<file path="config.mk">
export PLATFORM = sky130hd
export DESIGN_NAME = onehot_decoder_seq_flat
export DESIGN_NICKNAME = d
export VERILOG_FILES = /design/src/rtl/onehot_decoder_seq_if.sv /design/src/rtl/onehot_decoder_seq.sv /design/src/flat_wrapper.sv
export SDC_FILE = /design/constraint.sdc
export NUM_CORES = 1
export LEC_CHECK = 0
export ABC_AREA = 1
export BUFFER_PORTS_ARGS = -buffer_cell sky130_fd_sc_hd__buf_2
export CAP_MARGIN = 20
export CORE_ASPECT_RATIO = 0.8
export CORE_UTILIZATION = 30
export CTS_CLUSTER_SIZE = 12
export DETAILED_ROUTE_END_ITERATION = 8
export GPL_ROUTABILITY_DRIVEN = 0
export PLACE_DENSITY = 0.52
export SYNTH_ARGS = -nofsm -noshare
export SYNTH_HDL_FRONTEND = slang
export SYNTH_SLANG_ARGS = --single-unit
</file>
<file path="constraint.sdc">
create_clock -name clk -period 1.35 [get_ports clk]
set_clock_uncertainty 0.1 [all_clocks]
set_input_delay 0.27 -clock clk [delete_from_list [all_inputs] [get_ports clk]]
set_output_delay 0.27 -clock clk [all_outputs]
set_load 0.02 [all_outputs]
</file>
<file path="src/rtl/onehot_decoder_seq_if.sv">
// Request/response bundle for onehot_decoder_seq: decode and sweep controls in,
// registered one-hot output and status pulses out.
interface onehot_decoder_seq_if #(
    parameter int SEL_W = 2,
    parameter int OUT_W = 4
);
    logic             en;
    logic             in_valid;
    logic [SEL_W-1:0] in_sel;
    logic             sweep_start;
    logic             sweep_stop;
    logic             sweep_dir;
    logic [OUT_W-1:0] out_onehot;
    logic [SEL_W-1:0] out_idx;
    logic             out_valid;
    logic             err;
    logic             busy;
    logic             sweep_done;

    modport master (
        output en, in_valid, in_sel, sweep_start, sweep_stop, sweep_dir,
        input  out_onehot, out_idx, out_valid, err, busy, sweep_done
    );

    modport slave (
        input  en, in_valid, in_sel, sweep_start, sweep_stop, sweep_dir,
        output out_onehot, out_idx, out_valid, err, busy, sweep_done
    );
endinterface

</file>
<file path="src/rtl/onehot_decoder_seq.sv">
// Registered one-hot decoder with range checking, plus a self-timed sweep that
// walks a single active bit across all outputs with a programmable dwell.
module onehot_decoder_seq #(
    parameter int SEL_W = 2,
    parameter int OUT_W = 4,
    parameter int DWELL = 1,
    parameter int WRAP  = 0
) (
    input logic                 clk,
    input logic                 rst,
    onehot_decoder_seq_if.slave bus
);

    localparam int CNT_W = $clog2(DWELL + 1);
    localparam logic [CNT_W-1:0] DWELL_CNT = CNT_W'(DWELL);
    localparam logic [CNT_W-1:0] CNT_ONE   = CNT_W'(1);
    localparam logic [SEL_W-1:0] FIRST_POS = '0;
    localparam logic [SEL_W-1:0] LAST_POS  = SEL_W'(OUT_W - 1);

    typedef enum logic {
        IDLE,
        SWEEP
    } state_t;

    state_t           state;
    logic             dir;
    logic [CNT_W-1:0] dwell_cnt;
    logic [OUT_W-1:0] onehot_r;
    logic [SEL_W-1:0] idx_r;
    logic             valid_r;
    logic             err_r;
    logic             busy_r;
    logic             done_r;

    function automatic logic [OUT_W-1:0] to_onehot(input logic [SEL_W-1:0] idx);
        logic [OUT_W-1:0] v;
        v = '0;
        for (int i = 0; i < OUT_W; i++) begin
            v[i] = (32'(idx) == 32'(i));
        end
        return v;
    endfunction

    // Compared at 32 bits so OUT_W == 2**SEL_W needs no special case.
    logic             sel_in_range;
    logic [SEL_W-1:0] start_pos;
    logic             at_end;
    logic             dwell_expired;
    logic [SEL_W-1:0] step_pos;
    logic             sweep_finish;

    assign sel_in_range  = 32'(bus.in_sel) < 32'(OUT_W);
    assign start_pos     = bus.sweep_dir ? LAST_POS : FIRST_POS;
    assign at_end        = dir ? (idx_r == FIRST_POS) : (idx_r == LAST_POS);
    assign dwell_expired = (dwell_cnt == DWELL_CNT);
    assign step_pos      = at_end ? (dir ? LAST_POS : FIRST_POS)
                                  : (dir ? idx_r - SEL_W'(1) : idx_r + SEL_W'(1));
    assign sweep_finish  = bus.sweep_stop || (dwell_expired && at_end && (WRAP == 0));

    // NOTE: non-blocking assignments only, so every branch sees pre-edge register values.
    always_ff @(posedge clk) begin
        if (rst) begin
            state     <= IDLE;
            dir       <= 1'b0;
            dwell_cnt <= '0;
            onehot_r  <= '0;
            idx_r     <= '0;
            valid_r   <= 1'b0;
            err_r     <= 1'b0;
            busy_r    <= 1'b0;
            done_r    <= 1'b0;
        end else begin
            // NOTE: pulses default low every cycle, which also forces them off while en=0.
            valid_r <= 1'b0;
            err_r   <= 1'b0;
            done_r  <= 1'b0;
            if (bus.en) begin
                case (state)
                    IDLE: begin
                        if (bus.sweep_start) begin
                            state     <= SWEEP;
                            busy_r    <= 1'b1;
                            dir       <= bus.sweep_dir;
                            idx_r     <= start_pos;
                            onehot_r  <= to_onehot(start_pos);
                            valid_r   <= 1'b1;
                            dwell_cnt <= CNT_ONE;
                        end else if (bus.in_valid) begin
                            if (sel_in_range) begin
                                idx_r    <= bus.in_sel;
                                onehot_r <= to_onehot(bus.in_sel);
                                valid_r  <= 1'b1;
                            end else begin
                                onehot_r <= '0;
                                err_r    <= 1'b1;
                            end
                        end
                    end
                    SWEEP: begin
                        if (sweep_finish) begin
                            // out_idx keeps the last shown position after the sweep ends.
                            state     <= IDLE;
                            busy_r    <= 1'b0;
                            onehot_r  <= '0;
                            done_r    <= 1'b1;
                            dwell_cnt <= '0;
                        end else if (dwell_expired) begin
                            idx_r     <= step_pos;
                            onehot_r  <= to_onehot(step_pos);
                            valid_r   <= 1'b1;
                            dwell_cnt <= CNT_ONE;
                        end else begin
                            dwell_cnt <= dwell_cnt + CNT_ONE;
                        end
                    end
                    default: state <= IDLE;
                endcase
            end
        end
    end

    assign bus.out_onehot = onehot_r;
    assign bus.out_idx    = idx_r;
    assign bus.out_valid  = valid_r;
    assign bus.err        = err_r;
    assign bus.busy       = busy_r;
    assign bus.sweep_done = done_r;

endmodule

</file>
<file path="src/flat_wrapper.sv">
// flat-port wrapper written by rule: the top's interface ports become plain ports
module onehot_decoder_seq_flat 
#(
    parameter int SEL_W = 2,
    parameter int OUT_W = 4,
    parameter int DWELL = 1,
    parameter int WRAP  = 0
)
  (clk, rst, bus_en, bus_in_valid, bus_in_sel, bus_sweep_start, bus_sweep_stop, bus_sweep_dir, bus_out_onehot, bus_out_idx, bus_out_valid, bus_err, bus_busy, bus_sweep_done);
  onehot_decoder_seq_if #(.SEL_W(SEL_W), .OUT_W(OUT_W)) bus_i ();
  input logic clk;
  input logic rst;
  input wire logic [$bits(bus_i.en)-1:0] bus_en;
  input wire logic [$bits(bus_i.in_valid)-1:0] bus_in_valid;
  input wire logic [$bits(bus_i.in_sel)-1:0] bus_in_sel;
  input wire logic [$bits(bus_i.sweep_start)-1:0] bus_sweep_start;
  input wire logic [$bits(bus_i.sweep_stop)-1:0] bus_sweep_stop;
  input wire logic [$bits(bus_i.sweep_dir)-1:0] bus_sweep_dir;
  output wire logic [$bits(bus_i.out_onehot)-1:0] bus_out_onehot;
  output wire logic [$bits(bus_i.out_idx)-1:0] bus_out_idx;
  output wire logic [$bits(bus_i.out_valid)-1:0] bus_out_valid;
  output wire logic [$bits(bus_i.err)-1:0] bus_err;
  output wire logic [$bits(bus_i.busy)-1:0] bus_busy;
  output wire logic [$bits(bus_i.sweep_done)-1:0] bus_sweep_done;
  assign bus_i.en = bus_en;
  assign bus_i.in_valid = bus_in_valid;
  assign bus_i.in_sel = bus_in_sel;
  assign bus_i.sweep_start = bus_sweep_start;
  assign bus_i.sweep_stop = bus_sweep_stop;
  assign bus_i.sweep_dir = bus_sweep_dir;
  assign bus_out_onehot = bus_i.out_onehot;
  assign bus_out_idx = bus_i.out_idx;
  assign bus_out_valid = bus_i.out_valid;
  assign bus_err = bus_i.err;
  assign bus_busy = bus_i.busy;
  assign bus_sweep_done = bus_i.sweep_done;
  onehot_decoder_seq #(.SEL_W(SEL_W), .OUT_W(OUT_W), .DWELL(DWELL), .WRAP(WRAP)) u_core (.clk(clk), .rst(rst), .bus(bus_i));
endmodule
</file>
==> summary.txt, run 1 <==
Logic synthesis
  • Sequential area share after synthesis: approximately 37%
  • Count leader, synth: nand2_1
  • Share of the synthesized area in the top cell type: 36.8%
  • Syn nets: 108
  • Syn. warnings: 0
  • Post-Syn Area: 653 sq um
  • Post-synthesis cell type count: 21
  • Cell taking the most area after synthesis: dfxtp_1
  • Synth Register Bits: 12
  • Synth Instances: 99
  • Top FF cell, synth: dfxtp_1
  • Synth area leaders: dfxtp_1 (37%), nand2_1 (13%), a21oi_1 (11%), inv_1 (6.9%), nor2_1 (5.7%)
  • Top cells by count, synth: nand2_1 (23), a21oi_1 (14), dfxtp_1 (12), inv_1 (12), nor2_1 (10)
  • Post-synth EDFFs: 0
  • Syn Area/Cell: between 6 and 7 sq um
  • Async set or reset register ratio after synthesis: 0%

Finish
  • Antenna diodes: 0
  • Share of layout cells above drive strength 1: between 30% and 40%
  • Design area: roughly 840 sq um
  • Nets: around 130
  • Area Growth Syn to Fin: 29.1%

Clocking
  • Bufs on Longest Clock Path: 2
  • Root Buffer: clkbuf_4
  • Number of CTS-inserted buffers: 3
  • CTS sink count: 12
  • TritonCTS clock tree: yes
  • Clk slew on worst S/H paths: around 70 ps
  • H-tree lvl count: 1
  • Skew-Pair Late Insertion Delay: between 200 and 300 ps

Power and ir drop
  • Pleak: 0.427 nW
  • Max VDD drop: 0.575 mV
  • P per Cell Area: 1090 nW/um^2
  • Total Power: just over 900 uW

STA
  • Slew Limit Fails: 0
  • Final period utilization: a little over nine tenths
  • Setup TNS Final: 0 ps
  • Setup ws final: 46.2 ps
  • Fmax: around 770 MHz
  • Final setup fails: 0
  • Crit path time final: between 1000 and 1500 ps
  • RSZ-0062 raised after global routing: yes
  • Final hold vios: 0

Worst setup path
  • Critical path origin: u_core.state$_SDFFE_PP0P_
  • Crit path to: u_core.bus.out_onehot[3]$_SDFFE_PP0P_
  • Worst-path fanout max: 5
  • Startpoint types: flip-flop
  • Critical Path RT: approximately 1400 ps
  • CP endpoint kind: flip-flop
  • CP Class: flip-flop to flip-flop
  • CP Data Arrival Time: around 1400 ps
  • Cell count of the worst reg-to-reg path: 6
  • Reg-to-reg startpoint: u_core.state$_SDFFE_PP0P_
  • R2R Setup Slk: roughly 46 ps
  • Reg2reg end: u_core.bus.out_onehot[3]$_SDFFE_PP0P_

Detailed routing
  • # DRC: 0
  • Via count: between 600 and 700
  • DRT antenna net count: 0
  • Post-Route WL: roughly 1600 um
  • Drt wl/cell: 10.7 um
  • DR vias/cell: approximately 4.7
  • First DRT Iteration DRCs: 22
  • Initial DRT Pass Iterations: 4

Global route
  • Largest net degree at the start of global routing: 10
  • GR Overflow Total: 0
  • First-pass GRT wire length: 2730 um
  • Vias in the first global route: 627
  • Antenna violations before repair: 0
  • GRT Overall Usage: between 15 and 20%

Placement
  • Number of buffers added on ports: 17
  • Final HPWL DP: 1260 um
  • Place WS: 6.45 ps
  • Placed instance area: about 800 sq um

Die
  • Placeable Area: just under 2000 sq um
  • Starting Density: between 30 and 40%
  • Die width: ~54 um
  • Area of the die: ~2400 sq um
  • Row count: 14
  • Die height: about 44 um
  • I/O pins: 19

Min path
  • Hold crit path type: primary input to flip-flop

Run
  • Max Cap Viol: 0

Outcome
  • Outcome: complete, no violations
==> layout by cell type, fill, tap and decap left out <==
master and count:
a211oi_1 1, a21oi_1 13, a21oi_2 2, and3_1 1, buf_2 16, buf_4 6, clkbuf_4 3, clkbuf_8 1
conb_1 1, dfxtp_1 10, dfxtp_2 2, inv_1 12, inv_2 1, inv_4 1, nand2_1 22, nand2_2 1
nand3_1 3, nand3_2 1, nand4_1 1, nor2_1 10, nor3_1 2, o21ai_0 4, o21ai_1 5, o21ai_2 1
o21ai_4 1, o21bai_1 1, or2_4 1
==> kinds of logic after synthesis <==
kind of cell | Yosys count | synth area share (%)
AO/OA/AOI/OAI | 28 | 24.5
buffers and inverters | 16 | 11.3
flip-flops | 12 | 36.8
other | 1 | 0.574
AND/OR/NAND/NOR | 42 | 26.8
==> flip-flops by register name (all words and copies together), names as in the netlist <==
signal	count
u_core.bus.out_onehot	4
u_core.bus.out_idx	2
u_core.bus.busy	1
u_core.bus.out_valid	1
u_core.bus.sweep_done	1
u_core.dir	1
u_core.dwell_cnt	1
u_core.state	1
==> through the flow <==
step / utilization [%] / hold WS (ps) / std cells
global route: 43.0 / 118 / 147
finish: 43.0 / 124 / 147
floorplan: - / 239 / 99
global placement: 39.7 / 351 / 142
detailed placement: 39.7 / 370 / 142
CTS: 41.6 / 126 / 146
==> where the power goes <==
group	internal, mW	switching, mW	leakage [nW]	total, mW
clock	0.164	0.125	0.0210	0.289
combinational	0.0879	0.144	0.306	0.232
sequential	0.382	0.0180	0.0996	0.400
total	0.634	0.287	0.427	0.921
==> critical path: stages (launching register included) <==
cell and delay (ps):
dfxtp_2 350, inv_4 50, or2_4 240, o21ai_4 190
inv_2 90, o21ai_2 130, a21oi_1 50
==> worst min path at each step <==
stage	end	start	slack [ps]	cells after the start
3_3_place_gp	u_core.bus.busy$_SDFFE_PP0P_	u_core.bus.busy$_SDFFE_PP0P_	350	2
6_report	u_core.state$_SDFFE_PP0P_	rst	120	2
2_1_floorplan	u_core.bus.busy$_SDFFE_PP0P_	rst	240	1
5_1_grt	u_core.state$_SDFFE_PP0P_	rst	120	2
4_1_cts	u_core.state$_SDFFE_PP0P_	rst	130	2
3_5_place_dp	u_core.bus.busy$_SDFFE_PP0P_	u_core.bus.busy$_SDFFE_PP0P_	370	2
==> final cells by class <==
type / instances / area, sq um
clock buffer: 4 / 36.3
inverter: 14 / 55.1
tap: 24 / 30.0
fill: 212 / 1120
sequential: 12 / 243
multi-input combinational: 71 / 354
timing repair buffer: 22 / 125
==> timing repair <==
action / in CTS / in global routing
pin swaps: 1 / 2
hold buffers: 0 / 0
setup endpoints to repair: 1 / 12
hold endpoints to repair: 0 / 0
buffers inserted: 0 / 1
resized for setup: 1 / 8
==> routing by layer <==
metal / vias up / wire, um / GRT usage, %
li1: 373 / - / -
met4: 0 / 19 / 6.15
met1: 308 / 855 / 23.8
met3: 2 / 78 / 7.37
met5: - / 0 / 0
met2: 14 / 619 / 21.7
Note: power is estimated with default switching activity, not from simulation.
==> run 2: changes to the inputs <==
- RECOVER_POWER: not set -> 25
==> run 2 against run 1 <==
Global-route usage stayed put. Count of clock-buffer cells in the layout is the same. Fmax unchanged. Routed wire length did not move. Cell area fell by 0.30%. First-iteration DRC count unchanged. Utilization is 0.13 points lower. Sequential power about the same.
==> summary.txt, run 2 (synthesis results as in run 1) <==
Finish
  • Multi-input gate area: ~350 sq um
  • Most frequent cells in the layout: nand2_1 (22), buf_2 (14), a21oi_1 (13), inv_1 (12)
  • Area Growth Syn to Fin: 28.7%
  • Nets: around 130
  • Largest register FFs: 4
  • Fillers: roughly 210
  • Antenna diodes: 0
  • Register Area: 243 sq um
  • Commonest non-fill, non-tap cell in the layout: nand2_1
  • Share of layout cells above drive strength 1: between 20% and 30%

Clocking
  • Bufs on Longest Clock Path: 2
  • Root Buffer: clkbuf_4
  • Skew-Pair Late Insertion Delay: roughly 270 ps
  • H-tree lvl count: 1
  • CTS sink count: 12
  • TritonCTS clock tree: yes
  • Number of CTS-inserted buffers: 3
  • Clk slew on worst S/H paths: ~70 ps

Die
  • Die height: 43.7 um
  • Row count: 14
  • Area of the die: between 2000 and 2500 sq um
  • Starting Density: between 30% and 40%
  • Die width: 54.2 um
  • I/O pins: 19
  • Placeable Area: 1960 sq um

STA
  • RSZ-0062 raised after global routing: yes
  • Final period utilization: between 90% and 100%
  • Slew Limit Fails: 0
  • Final hold vios: 0
  • Crit path time final: 1300 ps
  • Hold slack: around 120 ps
  • Setup ws final: between 40 and 50 ps
  • Fmax: 767 MHz
  • Final setup fails: 0

Global route
  • GRT met2 Usage: between 20% and 30%
  • GR Overflow Total: 0
  • Vias in the first global route: between 600 and 700
  • Busiest grt layer: met1
  • GR Util met1: a little under a quarter
  • M3 GR Usage: 7.37%
  • Largest net degree at the start of global routing: 10
  • Antenna violations before repair: 0
  • GRT Overall Usage: 16.6%
  • First-pass GRT wire length: roughly 2700 um

Worst setup path
  • CP endpoint kind: flip-flop
  • Worst-path fanout max: 5
  • Crit-path max cell delay: between 300 and 400 ps
  • CP max-delay cell: dfxtp_2
  • CP Class: flip-flop to flip-flop
  • CP Data Arrival Time: 1370 ps
  • Critical Path RT: roughly 1400 ps
  • Crit-path cells: inv_4, or2_4, o21ai_4, inv_2, o21ai_2, a21oi_1
  • Startpoint types: flip-flop
  • Top delay family on crit path: compound AO/OA/AOI/OAI gates
  • CP Buf/Inv Count: 2

Power and ir drop
  • Sw Ratio: between 30% and 40%
  • P per Cell Area: 1100 nW/um^2
  • Net switching power of the design: about 290 uW
  • Max VDD drop: between 0.5 and 0.6 mV
  • Combinational power share: about 25%
  • Clk network pwr share: between 30 and 40%
  • Reg power frac: ~44%
  • Internal power: 634 uW
  • Pleak: around 0.42 nW

Detailed routing
  • Post-Route WL: around 1600 um
  • # DRC: 0
  • Via count: approximately 700
  • Drt wl/cell: roughly 11 um
  • DR vias/cell: approximately 4.7
  • DRT antenna net count: 0
  • First DRT Iteration DRCs: 22
  • Initial DRT Pass Iterations: 4

Outcome
  • Outcome: complete, no violations

Run
  • Max Cap Viol: 0

Placement
  • Place WS: roughly 6.4 ps
  • Number of buffers added on ports: 17
  • Final HPWL DP: around 1300 um

Min path
  • Hold crit path type: primary input to flip-flop
run 2: changes by cell type in the layout (fill, tap and decap cells not counted), sizes merged:
cell,delta
buf,-2
clkbuf,+2
run 2: stage by stage:
stage | instances | power, mW | utilization (%) | area (sq um) | TNS [ps]
2_1_floorplan | 99 | 0.556 | - | 653 | 0
3_3_place_gp | 142 | 0.628 | 39.7 | 779 | 0
3_5_place_dp | 142 | 0.627 | 39.7 | 779 | 0
4_1_cts | 146 | 0.919 | 41.6 | 816 | 0
5_1_grt | 147 | 0.991 | 42.9 | 841 | -175
6_report | 147 | 0.921 | 42.9 | 841 | 0
run 2: what timing repair did:
| item | 4_1_cts | 5_1_grt |
|---|---|---|
| hold buffers | 0 | 0 |
| setup buffers | 0 | 1 |
| pin swaps | 1 | 2 |
| gates resized for setup | 1 | 8 |
| endpoints found under the setup margin | 1 | 12 |
run 2: area by class of cell:
| cell class | count | share of cell area, % |
|---|---|---|
| Clock buffer | 4 | 4.32 |
| Timing Repair Buffer | 22 | 14.6 |
| Multi-Input combinational cell | 71 | 42.1 |
| Sequential cell | 12 | 28.9 |
| Inverter | 14 | 6.55 |
| Tap cell | 24 | 3.57 |
run 2: metal layers:
layer / vias to the layer above / wire [um]
met5: - / 0
met4: 0 / 19
met3: 2 / 78
met2: 14 / 619
met1: 308 / 855
li1: 373 / -
run 2: final timing paths:
path / from / cells past startpoint / slack (ps) / end
max reg2reg: u_core.state$_SDFFE_PP0P_ / 6 / 50 / u_core.bus.out_onehot[3]$_SDFFE_PP0P_
max: u_core.state$_SDFFE_PP0P_ / 6 / 50 / u_core.bus.out_onehot[3]$_SDFFE_PP0P_
min: rst / 2 / 120 / u_core.state$_SDFFE_PP0P_
min reg2reg: u_core.bus.busy$_SDFFE_PP0P_ / 2 / 380 / u_core.bus.busy$_SDFFE_PP0P_
run 2: power by group through the flow:
| stage | Sequential, mW | Combinational, mW | Clock, mW |
|---|---|---|---|
| 4_1_cts | 0.399 | 0.222 | 0.298 |
| 2_1_floorplan | 0.432 | 0.124 | 0 |
| 3_5_place_dp | 0.406 | 0.221 | 0 |
| 6_report | 0.400 | 0.232 | 0.289 |
| 3_3_place_gp | 0.406 | 0.222 | 0 |
| 5_1_grt | 0.406 | 0.260 | 0.325 |
==> run 3: changes to the inputs <==
- PLACE_DENSITY: 0.52 -> 0.5
- clock period: 1.35 -> 1.6 ns (I/O delays scaled with it)
==> run 3 against run 2 <==
Clock power decreased by 13%. Utilization fell by 2.7 points. Total power is 17% lower. Final cell count is 2.7% lower. Combinational power shrank 26%. Global-route usage shrank 1.1 points. Sequential power fell by 15%. Sequential cell count stayed put. Via count is 3.4% lower. Worst hold slack improved by 50 ps. Critical path type is now flip-flop to output pin.
==> summary.txt, run 3 (synthesis results as in run 1) <==
Outcome
  • Outcome: complete, no violations

Worst setup path
  • Crit-path max cell delay: around 460 ps
  • CP endpoint kind: output pin
  • CP max-delay cell: dfxtp_1
  • CP Data Arrival Time: approximately 960 ps
  • Critical path origin: u_core.bus.out_idx[0]$_SDFFE_PP0P_
  • Reg-to-reg startpoint: u_core.bus.out_idx[0]$_SDFFE_PP0P_
  • Worst-path fanout max: 8
  • CP Class: flip-flop to output pin
  • Critical Path RT: 1180 ps
  • Startpoint types: flip-flop
  • CP Buf/Inv Count: 1
  • Top delay family on crit path: flip-flops
  • Crit-path cells: buf_2

Clocking
  • CTS sink count: 12
  • Number of CTS-inserted buffers: 3
  • # hold bufs at CTS: 0
  • Post-CTS setup buffer count: 0
  • Bufs on Longest Clock Path: 2
  • H-tree lvl count: 1
  • TritonCTS clock tree: yes
  • Skew-Pair Late Insertion Delay: 280 ps
  • Root Buffer: clkbuf_4
  • PostCTS Resize Cnt: 0
  • Clk slew on worst S/H paths: approximately 80 ps

Detailed routing
  • Initial DRT Pass Iterations: 4
  • Drt wl/cell: between 10 and 15 um
  • Post-Route WL: between 1500 and 2000 um
  • Via count: just under 700
  • First DRT Iteration DRCs: 17
  • DR vias/cell: ~4.7
  • # DRC: 0
  • DRT antenna net count: 0

Power and ir drop
  • Max VDD drop: just over 0.4 mV
  • P per Cell Area: about 970 nW/um^2
  • Pleak: around 0.4 nW

Die
  • Starting Density: 33.3%
  • Area of the die: about 2400 sq um
  • Die height: between 40 and 50 um
  • Die width: around 54 um
  • I/O pins: 19
  • Row count: 14
  • Placeable Area: 1960 sq um

Global route
  • GRT Overall Usage: 15.5%
  • Vias in the first global route: approximately 570
  • Largest net degree at the start of global routing: 10
  • GR Overflow Total: 0
  • GR Util met1: between 20% and 30%
  • GRT met2 Usage: 19.5%
  • Busiest grt layer: met1
  • M3 GR Usage: just under 8%
  • Antenna violations before repair: 0
  • First-pass GRT wire length: around 2500 um

Finish
  • Post-Layout Cell Count: around 140
  • Share of layout cells above drive strength 1: roughly a fifth
  • Largest register FFs: 4
  • Area Growth Syn to Fin: 20.7%
  • Antenna diodes: 0
  • Nets: 129
  • Register Area: between 200 and 250 sq um
  • Commonest non-fill, non-tap cell in the layout: nand2_1
  • Final core occ: between 40% and 50%
  • Fillers: ~230
  • Multi-input gate area: ~340 sq um
  • Design area: between 700 and 800 sq um
  • Most frequent cells in the layout: nand2_1 (23), a21oi_1 (14), buf_2 (13), inv_1 (12), dfxtp_1 (12)

STA
  • Final period utilization: 86.2%
  • Final setup fails: 0
  • Crit path time final: between 1000 and 1500 ps
  • Final hold vios: 0
  • Setup TNS Final: 0 ps
  • Fmax: a little over 700 MHz
  • RSZ-0062 raised after global routing: no
  • Setup ws final: between 200 and 250 ps
  • Slew Limit Fails: 0

Placement
  • Number of buffers added on ports: 17
  • Placed instance area: ~760 sq um
  • Place WS: roughly 220 ps
  • Final HPWL DP: 1180 um
  • Placed Cells: 139

Min path
  • Hold crit path type: primary input to flip-flop
  • Hold Startpoint: rst

Run
  • Max Cap Viol: 0
==> run 3: cell count changes in the layout (fill, tap and decap cells not counted), sizes merged <==
cell	change
buf	-6
clkbuf	+2
==> run 3: power breakdown <==
part	switching (mW)	total [mW]	internal (mW)
clock	0.113	0.252	0.139
sequential	0.0177	0.339	0.322
combinational	0.112	0.172	0.0602
total	0.243	0.764	0.521
==> run 3: cell type report <==
cell class              count  share of cell area [%]
inverters                  14                    6.98
multi-input cells          71                    43.0
flip-flops and latches     12                    30.5
clock buffers               4                    4.60
well taps                  24                    3.81
repair buffers             18                    11.1
==> run 3: path summary, 6_finish.rpt <==
kind                                                            to  slack [ps]  depth (start not counted)
worst max register to register  u_core.bus.out_idx[1]$_SDFFE_PP0P_         240                          7
worst max-delay path                                bus_out_idx[0]         220                          1
worst min register to register        u_core.bus.busy$_SDFFE_PP0P_         370                          2
worst min-delay path                 u_core.dwell_cnt$_SDFFE_PP0P_         170                          2
==> run 3: stage by stage <==
step	hold WS [ps]	power, mW
floorplan	289	0.469
global placement	349	0.523
detailed placement	359	0.519
CTS	164	0.776
global route	167	0.812
finish	174	0.764
==> run 3: per-layer routing <==
| layer | share of wire, % | up-vias |
|---|---|---|
| met3 | 5.9 | 2 |
| met5 | 0 | - |
| met2 | 38 | 16 |
| li1 | - | 359 |
| met4 | 0.72 | 0 |
| met1 | 56 | 296 |
